**src/rtl/sub_div_top.sv**
```systemverilog
// sub_div_top: unsigned integer divider by repeated subtraction.
//
// The remainder, divisor and quotient working registers are loaded when start
// is seen in IDLE. The FSM then alternates CHECK/SUB until the remainder is
// smaller than the divisor. The results are copied to the output registers on
// the CHECK->DONE transition. Start is a level handshake: after DONE, start
// must drop before another operation can begin.
//
// Optional feature macro: DIV_ZERO_ERR_EN adds the div_err output.
//
// Ports:
//   clk        system clock, rising edge
//   resetn     asynchronous active-low reset
//   start      level request, sampled only in IDLE
//   ain, bin   dividend / divisor (unsigned), captured on the start edge
//   quotient   registered ain / bin (all-ones on divide-by-zero)
//   remainder  registered ain mod bin (dividend on divide-by-zero)
//   busy       high in CHECK or SUB
//   done       high while in DONE
//   div_err    (DIV_ZERO_ERR_EN only) last completion was a divide-by-zero
module sub_div_top #(
   parameter int WIDTH = 16
) (
   input  logic             clk,
   input  logic             resetn,
   input  logic             start,
   input  logic [WIDTH-1:0] ain,
   input  logic [WIDTH-1:0] bin,
   output logic [WIDTH-1:0] quotient,
   output logic [WIDTH-1:0] remainder,
   output logic             busy,
   output logic             done
`ifdef DIV_ZERO_ERR_EN
   ,
   output logic             div_err
`endif
);

   typedef enum logic [1:0] {IDLE, CHECK, SUB, DONE} state_t;

   state_t           state;
   logic [WIDTH-1:0] rem_r;
   logic [WIDTH-1:0] div_r;
   logic [WIDTH-1:0] quo_r;

   always_ff @(posedge clk or negedge resetn) begin
      if (!resetn) begin
         state     <= IDLE;
         rem_r     <= '0;
         div_r     <= '0;
         quo_r     <= '0;
         quotient  <= '0;
         remainder <= '0;
`ifdef DIV_ZERO_ERR_EN
         div_err   <= 1'b0;
`endif
      end else begin
         case (state)
            IDLE: begin
               if (start) begin
                  rem_r <= ain;
                  div_r <= bin;
                  quo_r <= '0;
                  state <= CHECK;
               end
            end
            CHECK: begin
               if (div_r == '0) begin
                  // Divide-by-zero still terminates and reports all-ones.
                  quotient  <= '1;
                  remainder <= rem_r;
`ifdef DIV_ZERO_ERR_EN
                  div_err   <= 1'b1;
`endif
                  state     <= DONE;
               end else if (rem_r >= div_r) begin
                  state <= SUB;
               end else begin
                  quotient  <= quo_r;
                  remainder <= rem_r;
`ifdef DIV_ZERO_ERR_EN
                  div_err   <= 1'b0;
`endif
                  state     <= DONE;
               end
            end
            SUB: begin
               // The subtraction cannot wrap because CHECK guarantees rem_r >= div_r.
               rem_r <= rem_r - div_r;
               quo_r <= quo_r + 1'b1;
               state <= CHECK;
            end
            DONE: begin
               // A held start level never retriggers an operation.
               if (!start) state <= IDLE;
            end
            default: state <= IDLE;
         endcase
      end
   end

   // Decoded from the state register only; there is no path from the inputs.
   assign busy = (state == CHECK) || (state == SUB);
   assign done = (state == DONE);

endmodule
```
**config.mk**
```make
export PLATFORM = sky130hd
export DESIGN_NAME = sub_div_top
export DESIGN_NICKNAME = d
export VERILOG_FILES = /design/src/rtl/sub_div_top.sv
export SDC_FILE = /design/constraint.sdc
export NUM_CORES = 1
export LEC_CHECK = 0
export ABC_CLOCK_PERIOD_IN_PS = 6200
export BUFFER_PORTS_ARGS = -buffer_cell sky130_fd_sc_hd__buf_2
export CORE_MARGIN = 5
export CORE_UTILIZATION = 45
export CTS_CLUSTER_SIZE = 25
export DETAILED_ROUTE_END_ITERATION = 10
export PLACE_DENSITY = 0.64
export RECOVER_POWER = 50
export SYNTH_ARGS = -nofsm -noshare
export SYNTH_HDL_FRONTEND = slang
export SYNTH_SLANG_ARGS = --single-unit
```
**constraint.sdc**
```tcl
create_clock -name clk -period 6.2 [get_ports clk]
set_clock_uncertainty 0.1 [all_clocks]
set_input_delay 1.55 -clock clk [delete_from_list [all_inputs] [get_ports clk]]
set_output_delay 1.55 -clock clk [all_outputs]
set_load 0.02 [all_outputs]
```
### Word-level counts from Yosys, hierarchy flattened

Cells that the tools add are included.

| word-level totals | value |
|---|---|
| register bits after elaboration | 82 |
| logic and storage cells | 36 |

| operators by class | value |
|---|---|
| reduce and logical (&&, ||, !) cells | 8 |
| magnitude comparators | 1 |
| equality and inequality tests | 6 |
| $add $sub $neg | 2 |
| mux-type cells | 13 |

Operators by type and width:

| kind | number |
|---|---|
| 16-bit 2-to-1 mux | 6 |
| 16-bit case mux with 2 select lines | 2 |
| 16-bit by 1-bit adder with 16-bit output, second input constant | 1 |
| 16-bit greater-or-equal comparator | 1 |
| 16-bit zero test | 1 |
| 16-bit subtractor | 1 |
| 2-bit case mux with 4 select lines | 1 |
| 2-bit AND reduction | 4 |
| 2-bit inequality test, second input constant | 3 |
| 2-bit equality test, second input constant | 2 |
| 2-bit 2-to-1 mux | 2 |
| 2-bit by 1-bit equality test with 1-bit output, second input constant | 1 |
| 2-bit zero test | 1 |
| 1-bit 2-to-1 mux | 2 |
| 2-bit nonzero test | 1 |
| 1-bit logical OR | 1 |

### Depth between registers and ports, before layout

| depth | value |
|---|---|
| depth after elaboration | 4 |
| depth in mapped cells | 11 |
| gate-level depth less buffers | 10 |

### Worst setup path before layout

Ideal clock, no wire load.

| timing path | value |
|---|---|
| path type | input-to-reg |
| start | in start |
| end | reg quo_r[12] |
| required time | 5.968 ns |
| path buffers | 0 |
| data arrival time | 2.530 ns |
| slack | 3.438 ns |
| cell stages on the path | 6 |
| cell sequence | mux2_2 and3_1 and3_1 nand3_1 xor2_1 nor2_1 |

| between the ends | value |
|---|---|
| cells in the longest elaborated chain, start to end | 2 |

Ends and longest elaborated chain:

| what | line | source |
|---|---|---|
| start, declared | 26 | `input logic start,` |
| 2-bit inequality test (no line) | n/a |  |
| 2-bit AND reduction (no line) | n/a |  |
| end signal, assigned | 90 | `quo_r <= quo_r + 1'b1;` |
| end, declared | 44 | `logic [WIDTH-1:0] quo_r;` |

No other way between the ends.
A chain may end at the register's enable or synchronous reset.

### Worst setup path in the final report

| timing path | value |
|---|---|
| start | in start |
| end | reg quo_r[15] |

The elaborated chain is that of the path after synthesis.

==> impl_metrics.csv <==
group,metric,value,unit
clocking,cts.sinks,82,
die,die_y,109,um
cells_and_area,final_common_cell,"dfrtp_1",
yosys,synth_area_per_cell,10.7,um2
drt,first_pass_iters,4,
cells_and_area,layout.nets,529,
pwr,p_per_area,592,nW/um2
pwr,p_leak,2.32,nW
timing,timing.fmax,0.299,GHz
placement,portBuffers,68,
clocking,clkLatencyLatePin,0.37,ns
pwr,peakVddDrop,264,uV
pwr,p_sw,1.29,mW
placement,routabilityCongestion,0.900,
cells_and_area,final_area,4970,um2
timing,min_period,3.34,ns
global_route,track_usage,0.178,
run,maxCapViolations,1,
timing,rsz0062_at_grt,"false",
drt,antenna_left,0,
timing,max_slew_margin,-0.343,
cells_and_area,syn2layout_area_growth,13.3,%
critical_path,crit_type,"primary input to register",
die,die_x,109,um
clocking,htreeDepth,3,
critical_path,cp_slowest_cell,"clkbuf_1",
global_route,grt-ovfl-total,0,
cells_and_area,most-common-layout-cells,"dfrtp_1, buf_2, inv_1, o21ai_0, nor2_1",
yosys,synthFlopType,"dfrtp_1",
critical_path,crit_path_max_incr_delay,0.71,ns
clocking,cts-root-buf,"clkbuf_8",
yosys,synthDistinctLibCells,49,
global_route,grt_pass1_wl,16400,um
clocking,post-cts-setup-buffer-count,0,
clocking,postCtsResizedCells,0,
critical_path,reg2regPathDepth,9,
yosys,synth_edf_count,0,
pwr,p_total,2.94,mW
yosys,ys_seq_elements,82,
die,rows,36,
timing,fin_ws,2.86,ns
timing,setup-tns-final,0,ns
placement,place_ws,2.57,ns
cells_and_area,drive_gt1_frac,0.226,
critical_path,worst-path-max-fanout,21,
die,coreArea,9640,um2
drt,avgViaCountPerCell,5.33,
critical_path,r2r_start,"state[0]$_DFFE_PN0P_",
critical_path,cp-end-kind,"register",
timing,period_share,0.539,
global_route,grt_pass1_vias,3333,
die,ios,69,
critical_path,worst_ep_arrival_time,3.46,ns
pwr,p_seq_frac,0.308,
cells_and_area,post-route-util,0.516,
drt,remaining_drc_errors,0,
yosys,syn-instance-count,409,
pwr,combinationalPowerShare,0.569,
yosys,netlist_area,4390,um2
timing,worst_slew_pin_slew,2.01,ns
critical_path,start_kind,"primary input",
die,start_util,0.455,
yosys,yosys_warnings,0,
critical_path,critPathCapture,"quo_r[15]$_DFFE_PN0P_",
placement,dp_hpwl,7070,um
pwr,p_clk_frac,0.122,
drt,first_iter_violations,121,
status,violations,"max-capacitance violations, max-slew violations",
clocking,clkTransAtPathRegs,0.08,ns
yosys,seq_area_frac_synth,0.468,
die,die-area,11800,um2
critical_path,crit_required,6.32,ns
timing,hold_violations,0,
global_route,antenna_found_initial,0,
timing,drv_slew,83,
clocking,hold_buffers,0,
drt,route.vias.total,3253,
global_route,grt_start_max_net_pins,83,
pwr,switching_share,0.438,
placement,place_area,4810,um2
critical_path,rr_endpoint,"quo_r[15]$_DFFE_PN0P_",
clocking,cts_buffer_depth,2,
critical_path,r2r_setup_slack,3.02,ns
status,outcome,"finished, violations left",
cells_and_area,num_antenna_cells,0,
critical_path,crit_chain,"clkbuf_1, mux2i_1, clkbuf_1, nor2_1, and4_1, nand3_1, xor2_1, nor2_1",
clocking,cts_tree,"built",
clocking,numCtsBuffers,9,
drt,routed_wl,9720,um
pwr,p_int,1.65,mW
min_path,hold_path.class,"register to register",
drt,detail_route.wl_per_cell,15.9,um
yosys,synth-async-reset-ratio,1.00,
timing,setup_viol,0,
critical_path,cp-startpoint,"start",
yosys,synthesis.nets,466,
-- final cells by class --
class	count	area [um2]
flip-flops and latches	82	2050
clock buffers	11	141
fillers	918	4670
repair buffers	69	332
multi-input cells	283	2140
inverters	27	101
well taps	133	166
clock inverters	5	37.5
-- per-layer routing --
layer / up-vias / global-route usage / routed length, um
met5: - / 0 / 0
met4: 0 / 0.0685 / 161
met3: 13 / 0.0278 / 375
met2: 57 / 0.291 / 4700
met1: 1583 / 0.237 / 4480
li1: 1600 / - / -
-- cells by family after synthesis --
group                      share of synthesized area
buffers and inverters                         0.0442
AOI/OAI and AO/OA                              0.156
muxes                                          0.114
adders and majority gates                     0.0644
DFF                                            0.468
xor gates and xnor gates                      0.0419
and+or+nand+nor                                0.112
-- power by group through the flow --
stage / Clock, mW / Sequential [mW] / Combinational [mW]
final: 0.359 / 0.907 / 1.67
after global routing: 0.389 / 0.940 / 1.86
after CTS: 0.368 / 0.909 / 1.70
after detailed placement: 0 / 0.919 / 1.69
after global placement: 0 / 0.912 / 1.66
after floorplan: 0 / 0.998 / 1.22
-- per-stage QoR --
stage,hold slack (ns),cells
6_report,0.386,610
3_3_place_gp,0.366,594
5_1_grt,0.406,610
4_1_cts,0.392,610
2_1_floorplan,0.366,409
3_5_place_dp,0.373,594
-- worst max-delay path: cells and delay by family --
kind	cells	cell delay [ns]
and+or+nand+nor	4	0.75
buffers and inverters	2	0.83
muxes	1	0.14
xor gates and xnor gates	1	0.17
-- worst min path at each step --
stage	to	from	cells after the start
after global placement	quotient[8]$_DFFE_PN0P_	quotient[8]$_DFFE_PN0P_	1
final	quotient[8]$_DFFE_PN0P_	quotient[8]$_DFFE_PN0P_	1
after floorplan	rem_r[0]$_DFFE_PN0P_	rem_r[0]$_DFFE_PN0P_	2
after CTS	quotient[7]$_DFFE_PN0P_	quotient[7]$_DFFE_PN0P_	1
after detailed placement	quotient[6]$_DFFE_PN0P_	quotient[6]$_DFFE_PN0P_	1
after global routing	quotient[6]$_DFFE_PN0P_	quotient[6]$_DFFE_PN0P_	1
-- state kept, by name, summed over array words and instances (netlist names) --
name and flops:
remainder 16, rem_r 16, state 2, div_r 16, quotient 16, quo_r 16
-- synth_stat cells, types with 4 or more instances --
cell | n | area, um2
mux2_2 | 22 | 248
nand3_1 | 7 | 35.0
nor2_1 | 26 | 97.6
nand2_1 | 22 | 82.6
nor3b_1 | 8 | 60.1
clkbuf_1 | 8 | 30.0
o22a_1 | 20 | 175
nand4_1 | 7 | 43.8
a31oi_1 | 7 | 43.8
buf_2 | 5 | 25.0
o22ai_1 | 5 | 31.3
mux2_4 | 10 | 150
and3_1 | 10 | 62.6
o21ai_0 | 27 | 135
ha_1 | 21 | 263
nor4_1 | 4 | 25.0
o21a_1 | 7 | 52.6
a21oi_1 | 18 | 90.1
mux2i_1 | 9 | 90.1
inv_1 | 27 | 101
dfrtp_1 | 82 | 2050
xnor2_1 | 10 | 87.6
xor2_1 | 11 | 96.3
Note: power is estimated with default switching activity, not from simulation.
